**config.mk**
```make
export PLATFORM = sky130hd
export DESIGN_NAME = serial_alu_6_bit
export DESIGN_NICKNAME = d
export VERILOG_FILES = /design/src/rtl/serial_alu_6_bit.sv
export SDC_FILE = /design/constraint.sdc
export NUM_CORES = 1
export LEC_CHECK = 0
export CORE_MARGIN = 4
export CORE_UTILIZATION = 45
export CTS_CLUSTER_DIAMETER = 150
export DETAILED_ROUTE_END_ITERATION = 6
export PLACE_DENSITY = 0.85
export SLEW_MARGIN = 20
export SYNTH_ARGS = -nofsm -noshare
export SYNTH_HDL_FRONTEND = slang
export SYNTH_SLANG_ARGS = --single-unit
export TNS_END_PERCENT = 5
```
**constraint.sdc**
```tcl
create_clock -name clk -period 1.94 [get_ports clk]
set_input_delay 0.485 -clock clk [delete_from_list [all_inputs] [get_ports clk]]
set_output_delay 0.485 -clock clk [all_outputs]
set_load 0.005 [all_outputs]
```
**src/rtl/serial_alu_6_bit.sv**
```systemverilog
// Bit-serial ALU: one bit per clock through a single 1-bit slice, LSB first.
// Optional zero flag output enabled by defining SERIAL_ALU_ZERO_FLAG_EN.
module serial_alu_6_bit #(
    parameter int unsigned WIDTH = 6
) (
    input  logic             clk,
    input  logic             reset,
    input  logic             start,
    input  logic [WIDTH-1:0] A,
    input  logic [WIDTH-1:0] B,
    input  logic             C,
    input  logic [3:0]       ALUop,
    output logic             busy,
    output logic             done,
    output logic [WIDTH-1:0] result,
    output logic             carryout
`ifdef SERIAL_ALU_ZERO_FLAG_EN
    ,
    output logic             zero
`endif
);

    localparam int unsigned CntW = $clog2(WIDTH + 1);

    localparam logic [3:0] OpAnd = 4'b0000;
    localparam logic [3:0] OpOr  = 4'b0001;
    localparam logic [3:0] OpAdd = 4'b0010;
    localparam logic [3:0] OpSub = 4'b0110;
    localparam logic [3:0] OpNor = 4'b1100;

    typedef enum logic [1:0] {StIdle, StShift, StDone} state_e;

    state_e           state;
    logic [WIDTH-1:0] a_sh;
    logic [WIDTH-1:0] b_sh;
    logic [WIDTH-2:0] res_sh;
    logic [3:0]       op;
    logic             cy;
    logic [CntW-1:0]  cnt;

    logic             bit_a;
    logic             bit_b;
    logic             bit_r;
    logic             cy_next;
    logic             is_arith;
    logic             last_bit;
    logic [WIDTH-1:0] new_word;

    always_comb begin
        bit_a    = a_sh[0];
        bit_b    = (op == OpSub) ? ~b_sh[0] : b_sh[0];
        is_arith = (op == OpAdd) || (op == OpSub);
        cy_next  = (bit_a & bit_b) | (bit_a & cy) | (bit_b & cy);
        case (op)
            OpAnd:        bit_r = bit_a & bit_b;
            OpOr:         bit_r = bit_a | bit_b;
            OpAdd, OpSub: bit_r = bit_a ^ bit_b ^ cy;
            OpNor:        bit_r = ~(bit_a | bit_b);
            default:      bit_r = 1'b0;
        endcase
        // Result bits enter at the MSB, so after WIDTH shifts bit 0 sits at the bottom.
        new_word = {bit_r, res_sh};
        last_bit = (cnt == CntW'(WIDTH - 1));
    end

    always_ff @(posedge clk) begin
        if (reset) begin
            state    <= StIdle;
            busy     <= 1'b0;
            done     <= 1'b0;
            result   <= '0;
            carryout <= 1'b0;
            cnt      <= '0;
            a_sh     <= '0;
            b_sh     <= '0;
            res_sh   <= '0;
            op       <= '0;
            cy       <= 1'b0;
`ifdef SERIAL_ALU_ZERO_FLAG_EN
            zero     <= 1'b1;
`endif
        end else begin
            case (state)
                StIdle, StDone: begin
                    done <= 1'b0;
                    if (start) begin
                        a_sh  <= A;
                        b_sh  <= B;
                        op    <= ALUop;
                        cy    <= C;
                        cnt   <= '0;
                        busy  <= 1'b1;
                        state <= StShift;
                    end else begin
                        state <= StIdle;
                    end
                end
                StShift: begin
                    res_sh <= new_word[WIDTH-1:1];
                    a_sh   <= a_sh >> 1;
                    b_sh   <= b_sh >> 1;
                    if (is_arith) begin
                        cy <= cy_next;
                    end
                    cnt <= cnt + CntW'(1);
                    if (last_bit) begin
                        state    <= StDone;
                        busy     <= 1'b0;
                        done     <= 1'b1;
                        result   <= new_word;
                        carryout <= is_arith & cy_next;
`ifdef SERIAL_ALU_ZERO_FLAG_EN
                        zero     <= (new_word == '0);
`endif
                    end
                end
                default: state <= StIdle;
            endcase
        end
    end

endmodule

```
# Yosys cells after proc, flatten, opt, wreduce, memory -nomap -nowiden
# Cells that the tools add are included.
# op_classes
add_sub_neg	1
eq_ne	10
n_mux	19
bitwise_logic	11
reduce_logical	12
# ops
cell	count
$pmux W6 S2	2
$mux W6	2
$reduce_and A2 Y1	4
$mux W1	7
$ne A2 B2 Y1 const B	3
$pmux W1 S2	3
$pmux W3 S2	1
$reduce_and A3 Y1	2
$and A1 B1 Y1	4
$eq A4 B1 Y1 const B	1
$eq A4 B2 Y1 const B	1
$eq A4 B3 Y1 const B	1
$eq A4 B4 Y1 const B	1
$logic_not A4 Y1	1
$pmux W1 S4	1
$pmux W2 S2	1
$reduce_or A2 Y1	2
$add A3 B1 Y3 const B	1
$eq A3 B3 Y1 const B	1
$mux W3	1
$or A1 B1 Y1	3
$eq A2 B1 Y1 const B	1
$eq A2 B2 Y1 const B	1
$logic_not A2 Y1	1
other kinds (5)	7
# totals
ff_bits	36
output_inout_bits	9

# Depth between registers and ports, before layout
# Gate-level depths: netlist of the first run.
# depth
depth_word	7
mapped_depth	8

# Worst setup path before layout of the first run
# No wires, ideal clock.
# synth_timing
path_type	register -> register
from	reg op[0]
to	reg res_sh[4]
setup_time_ps	64
t_arrival_ps	1801
slack_ps	75
path_stages_with_launch	9
n_path_buf	0
period_less_slack_ps	1865
path_cell_list	dfxtp_1 > and4bb_2 > xor2_1 > inv_1 > ha_1 > nand2b_1 > a2111oi_0 > nor3_1 > nor2_1
# synth_via
elab_chain_cells	5
elab_cells_between_ends	13
cone_classes	4 x eq/ne; 2 x mux; 5 x bitwise; 2 x reduce/logical
# synth_lines
item	line_no	rtl
from (decl)	37	logic [3:0] op;
from (signal assigned)	89	op <= ALUop;
$eq A4 B3 Y1	51, 54	
$mux W1	51	bit_b = (op == OpSub) ? ~b_sh[0] : b_sh[0];
$xor A1 B1 Y1 or $or A1 B1 Y1 (tied branches)	57, 56, 58	
$xor A1 B1 Y1 or $not A1 Y1 (tied branches)	57, 58	
$pmux W1 S4 *	54	case (op)
to (signal assigned)	99	res_sh <= new_word[WIDTH-1:1];
to (decl)	36	logic [WIDTH-2:0] res_sh;
# Every way passes the cells marked *; elsewhere a longest branch is shown, timed or not.
# A chain may end at the register's enable or synchronous reset.

# Worst setup path in the final report of the first run
# layout_timing
from	reg op[3]
to	reg res_sh[4]
# The elaborated chain is that of the path after synthesis.

==> metrics.cfg, run 1 <==
[worst_setup_path]
reg2reg_depth = 9
required_ns = 2.22
cp.depth = 9
path_max_fanout = 2
crit_buf_inv = 2
crit_family = simple AND/OR/NAND/NOR gates
regToRegSetupSlack_ns = 0.1
cpPeakStageDelay_ns = 0.33
critPathArrivalTime_ns = 2.12
critPathLaunchType = register
critical_path_class = reg -> reg
r2r_start = op[3]
cp-end-kind = register
worstPathCellList = and4bb_2 > xor2_2 > inv_1 > ha_1 > nand2b_4 > a2111oi_4 > buf_4 > nor3_1 > nor2_1
slowest_stage = dfxtp_1
rr_endpoint = res_sh[4]

[flow_run]
cap_violations = 0

[route]
drt-pass1-iter-count = 4
routedWlPerCell_um = 12.3
dr_total_vias = 1407
wirelength_um = 3310
drc = 0
drt-vias-per-instance = 5.23
ant_nets = 0
drt-initial-drc-count = 94

[placement]
place_inst = 261
gp_congestion = 0.856
dp.final_hpwl_um = 2280
placed_cell_area_um2 = 1930
pre_cts_ws_ns = -0.00971
port_buffers = 28

[min_path]
hold_class = reg -> reg
worstHoldStart = carryout
hold_path_end = carryout
hold-path-cell-count = 2

[die]
die_area_um2 = 4380
fp.coreArea_um2 = 3150
row_count = 20
die_w_um = 66.2
dieHeight_um = 66.2
num_io_pins = 29
start_util_pct = 48.3

[power]
power_mw = 1.44
total_leakage_power_nw = 0.742
max-vdd-ir-drop_mv = 0.342
powerDensity_nw_per_um2 = 713

[timing]
hold_viol_final = 0
clock_skew_ns = 0.00711
report.final.slew_viol_count = 0
layout_setup_ws_ns = 0.0982
period_share_pct = 94.9
fin_crit_ns = 1.84
max_freq_mhz = 543
slew-limit-headroom_pct = 74.9
tightest_slew_ns = 0.376
setup_violations = 0

[synth]
synth_warnings = 0
synthTopCellsByArea = dfxtp_1, nand2_1, a21oi_1
synth-edff-count = 0
synth_flop_cell = dfxtp_1
synth.distinct_cells = 29
syn_area_um2 = 1520
synth_top_area_share_pct = 47.3
synth_cells = 189
synth_seq_cells = 36
synthArstFlopShare_pct = 0
seq_area_frac_synth_pct = 47.3
synth_area_per_cell_um2 = 8.06
synth.most_common_cell = nand2_1
synth_top_cell_by_area = dfxtp_1
synth_common_cells = nand2_1, dfxtp_1, a21oi_1, nor2_1
syn_nets = 212

[clock_network]
clkTransAtPathRegs_ns = 0.10
htreeDepth = 2
cts.sinks = 36
clock_latency_ns = 0.33
clock_path_buffers = 2
postCtsSetupBuffers = 0
hold_buffers = 0
cts_tree = done
clockRootBuffer = clkbuf_4
cts_buffers = 5

[final_layout]
regArea_um2 = 721
multi_input_area_um2 = 766
num_antenna_cells = 0
final_nets = 247
final_cells = 269
finalInstanceArea_um2 = 2030
drive_above_1_share_pct = 11.6
area_growth_syn_to_layout_pct = 32.9
fill_cells = 274

[global_route]
antenna_found_initial = 0
grt_pass1_wl_um = 5540
globalRouteTotalUtil_pct = 16.4
gr-total-overflow = 0
grt_max_degree = 36
first_global_vias = 1325

[run_status]
status = completed

-- state kept, by name, indices dropped and copies added (netlist names) --
signal    count
done          1
b_sh          6
cnt           3
busy          1
a_sh          6
result        6
cy            1
res_sh        5
op            4
carryout      1
state         2
-- power breakdown --
group	switching, mW	internal [mW]	total [mW]
clock	0.229	0.179	0.408
sequential	0.0242	0.775	0.799
combinational	0.114	0.123	0.237
total	0.368	1.08	1.44
-- worst register-to-register path, delay by kind of cell, from the launching register on --
kind | cells | cell delay, ns
xor+xnor | 1 | 0.16
simple gates | 4 | 0.60
flops | 1 | 0.33
fa+ha+maj | 1 | 0.19
compound gates | 1 | 0.28
buf+inv | 2 | 0.22
-- placed cells by master, fill, tap and decap left out, drive strengths merged, types with 3 or more instances in the layout --
cell type | netlist | routed
nand2 | 50 | 50
dfxtp | 36 | 36
clkdlybuf4s50 | 0 | 28
nor2 | 19 | 19
a21oi | 19 | 19
buf | 4 | 14
a311oi | 10 | 10
clkbuf | 10 | 8
nor3 | 5 | 5
inv | 4 | 4
nand2b | 4 | 4
ha | 3 | 3
xor2 | 3 | 3
-- metal layers --
layer / share of wire, % / GRT usage (%) / vias up / wire (um)
li1: - / - / 712 / -
met1: 44 / 18.6 / 651 / 1450
met2: 49 / 28.4 / 35 / 1620
met3: 4.3 / 3.57 / 9 / 143
met4: 2.6 / 8.38 / 0 / 86
met5: 0 / 0 / - / 0
-- how the worst max path moves through the flow --
stage / endpoint / start
3_5_place_dp: res_sh[4] / op[3]
6_report: res_sh[4] / op[3]
2_1_floorplan: res_sh[4] / op[0]
4_1_cts: res_sh[4] / op[3]
3_3_place_gp: result[5] / op[0]
5_1_grt: res_sh[4] / op[0]
-- kinds of logic (layout without fill, tap and decap cells) --
group / after synthesis / after routing / share of synthesized area [%]
buffers and inverters: 18 / 54 / 4.68
AND/OR/NAND/NOR: 87 / 87 / 25.1
adder cells (fa/ha/maj): 3 / 3 / 2.46
multiplexers: 2 / 2 / 1.31
XOR/XNOR: 4 / 4 / 2.30
flip-flops: 36 / 36 / 47.3
AO/OA/AOI/OAI: 39 / 39 / 16.8
-- metrics by stage --
| stage | hold WS [ns] | utilization, % | setup TNS, ns |
|---|---|---|---|
| after floorplan | 0.432 | - | 0 |
| after global placement | 0.446 | 61.3 | 0 |
| after detailed placement | 0.446 | 61.3 | -0.0115 |
| after CTS | 0.460 | 63.4 | 0 |
| after global routing | 0.485 | 64.2 | -0.0100 |
| final | 0.457 | 64.2 | 0 |
-- final cells by class --
| type | count | area share (%) |
|---|---|---|
| Timing Repair Buffer | 42 | 20.3 |
| Multi-Input combinational cell | 135 | 37.8 |
| Sequential cell | 36 | 35.6 |
| Inverter | 4 | 0.741 |
| Tap cell | 44 | 2.72 |
| Clock buffer | 8 | 2.90 |
-- what timing repair did --
action / 4_1_cts / 5_1_grt
gates resized for setup: 2 / 3
endpoints found under the hold margin: 0 / 0
setup endpoints to repair: 2 / 2
No activity file was read; power rests on OpenSTA's default activity.
==> inputs of run 2 (changes only) <==
CORE_ASPECT_RATIO = 1.1   (was default)
==> run 2 against run 1 <==
Worst setup slack improved by 0.031 ns. Critical path depth unchanged. Maximum frequency rose by 1.7%. Die area hardly changed. Sequential power hardly changed. Global-route usage grew 0.53 points. Largest power group unchanged. Total power rose by 26%. Clock-buffer cell count down 3. Clock power increased by 93%. Register-to-register slack better by 0.03 ns. Cell count shrank 3.3%.
==> metrics.cfg, run 2 (synthesis gave the netlist of run 1 again) <==
[run_status]
status = completed

[min_path]
hold_class = reg -> reg
worstHoldStart = carryout

[clock_network]
cts_buffers = 5  ; unchanged
htreeDepth = 2  ; unchanged
hold_buffers = 0  ; unchanged
cts_tree = done
clkTransAtPathRegs_ns = 0.11  ; about the same
cts.sinks = 36  ; unchanged
clock_latency_ns = 0.35  ; +0.02 ns
clockRootBuffer = clkbuf_4
clock_path_buffers = 2  ; unchanged

[placement]
port_buffers = 28  ; unchanged
dp.final_hpwl_um = 2290  ; +0.18%
place_inst = 250  ; -4.2%
placed_cell_area_um2 = 1900  ; -1.7%
gp_congestion = 0.892  ; +4.2%

[worst_setup_path]
critPathArrivalTime_ns = 2.10  ; -0.02 ns
cp-end-kind = register
crit_start = op[3]
path_max_fanout = 2  ; unchanged
critPathLaunchType = register
required_ns = 2.23  ; about the same
r2r_start = op[3]
critical_path_class = reg -> reg

[die]
row_count = 21  ; +5.0%
num_io_pins = 29  ; unchanged
start_util_pct = 48.3  ; unchanged
fp.coreArea_um2 = 3150  ; unchanged
die_w_um = 63.5  ; -4.1%
die_area_um2 = 4380  ; about the same
dieHeight_um = 69.0  ; +4.3%

[final_layout]
reg_top3 = a_sh x6, b_sh x6, result x6
area_growth_syn_to_layout_pct = 36.5
finalInstanceArea_um2 = 2080  ; +2.7%
layout_common_cells = nand2_1, dfxtp_1, clkdlybuf4s50_1
drive_above_1_share_pct = 13.7  ; +2.2 points
utilization_pct = 66.0  ; +1.7 points
final_nets = 248  ; +0.40%
final_cells = 260  ; -3.3%
final_common_cell = nand2_1
num_antenna_cells = 0  ; unchanged

[route]
wirelength_um = 3360  ; +1.7%
drt-vias-per-instance = 5.35  ; +2.2%
drt-pass1-iter-count = 4  ; unchanged
dr_total_vias = 1390  ; -1.2%
ant_nets = 0  ; unchanged
drt-initial-drc-count = 116  ; +23%
drc = 0  ; unchanged
routedWlPerCell_um = 12.9  ; +5.2%

[power]
internal_power_mw = 1.43  ; +33%
max-vdd-ir-drop_mv = 0.532  ; +56%
switchingPower_uw = 397  ; +8.0%
power_frac_clock_pct = 43.3  ; +15 points
power_frac_seq_pct = 44.0  ; -11 points
p_comb_share_pct = 12.8  ; -3.6 points
total_leakage_power_nw = 0.774  ; +4.3%
powerDensity_nw_per_um2 = 877  ; +23%
power_mw = 1.82  ; +26%
switching_share_pct = 21.8  ; -3.7 points

[global_route]
globalRouteTotalUtil_pct = 16.9  ; +0.53 points
antenna_found_initial = 0  ; unchanged
grt_max_degree = 36  ; unchanged
use_met1_pct = 18.8  ; +0.15 points
first_global_vias = 1388  ; +4.8%
met3_usage_pct = 5.36  ; +1.8 points
grt_pass1_wl_um = 5960  ; +7.6%
busiest_layer = met2
use_met2_pct = 28.1  ; -0.30 points
gr-total-overflow = 0  ; unchanged

[timing]
hold_viol_final = 0  ; unchanged
tightest_slew_ns = 0.351  ; -0.0249 ns
fin_crit_ns = 1.81  ; -0.0309 ns
max_freq_mhz = 552  ; +1.7%
rsz0062_at_grt = false
report.final.slew_viol_count = 0  ; unchanged
slew-limit-headroom_pct = 76.5  ; +1.6 points
setup_violations = 0  ; unchanged
period_share_pct = 93.3  ; -1.6 points
clock_skew_ns = 0.00708  ; -0.0000333 ns

[flow_run]
cap_violations = 0  ; unchanged

[run 2: cell count changes in the layout (fill, tap and decap cells not counted)]
cell       before  now
buf_12          2    1
buf_4          12   14
bufinv_16       0    3
clkbuf_1        2    0
clkbuf_8        1    0
dfxtp_1        36   35
dfxtp_2         0    1
ha_1            3    2
ha_2            0    1
[run 2: power groups by stage]
| stage | clock (mW) | combinational (mW) | sequential (mW) |
|---|---|---|---|
| 4_1_cts | 0.797 | 0.225 | 0.801 |
| 3_5_place_dp | 0 | 0.215 | 0.818 |
| 3_3_place_gp | 0 | 0.212 | 0.816 |
| 2_1_floorplan | 0 | 0.125 | 0.813 |
| 5_1_grt | 0.835 | 0.260 | 0.807 |
| 6_report | 0.789 | 0.233 | 0.802 |
[run 2: cell type report]
cell class	instances	area [um^2]
inverters	4	15.0
repair buffers	43	405
clock buffers	5	37.5
fillers	262	1070
flip-flops and latches	36	722
multi-input cells	135	768
clock inverters	3	90.1
well taps	34	42.5
[run 2: repair_timing]
action                                  in CTS  in global routing
endpoints found under the setup margin       2                  2
gates resized for setup                      4                  3
gates cloned                                 0                  0
setup buffers                                1                  1
pin swaps                                    2                  3
hold endpoints to repair                     0                  0
[run 2: final timing paths]
path,to,depth (start not counted),slack (ns)
worst max-delay path,res_sh[4],9,0.13
worst min-delay path,carryout,2,0.46
worst max register to register,res_sh[4],9,0.13
worst min register to register,carryout,2,0.46
[run 2: metrics by stage]
step / setup slack, ns / TNS (ns) / hold WS [ns]
finish: 0.129 / 0 / 0.462
detailed placement: -0.0642 / -0.101 / 0.449
CTS: 0.00834 / 0 / 0.465
floorplan: 0.0749 / 0 / 0.432
global placement: -0.000786 / -0.000786 / 0.444
global route: 0.00924 / 0 / 0.493
[run 2: worst max-delay path: stages, from the launching register on]
cell	delay, ns
dfxtp_2	0.34
and4bb_2	0.31
xor2_2	0.16
inv_1	0.06
ha_2	0.18
nand2b_4	0.15
a2111oi_4	0.27
buf_4	0.16
nor3_1	0.04
nor2_1	0.11
[run 2: routing by layer]
metal | vias up | part of all wire (%)
met5 | - | 0
met4 | 0 | 2.4
met3 | 8 | 3.2
met2 | 17 | 50
met1 | 646 | 45
li1 | 719 | -
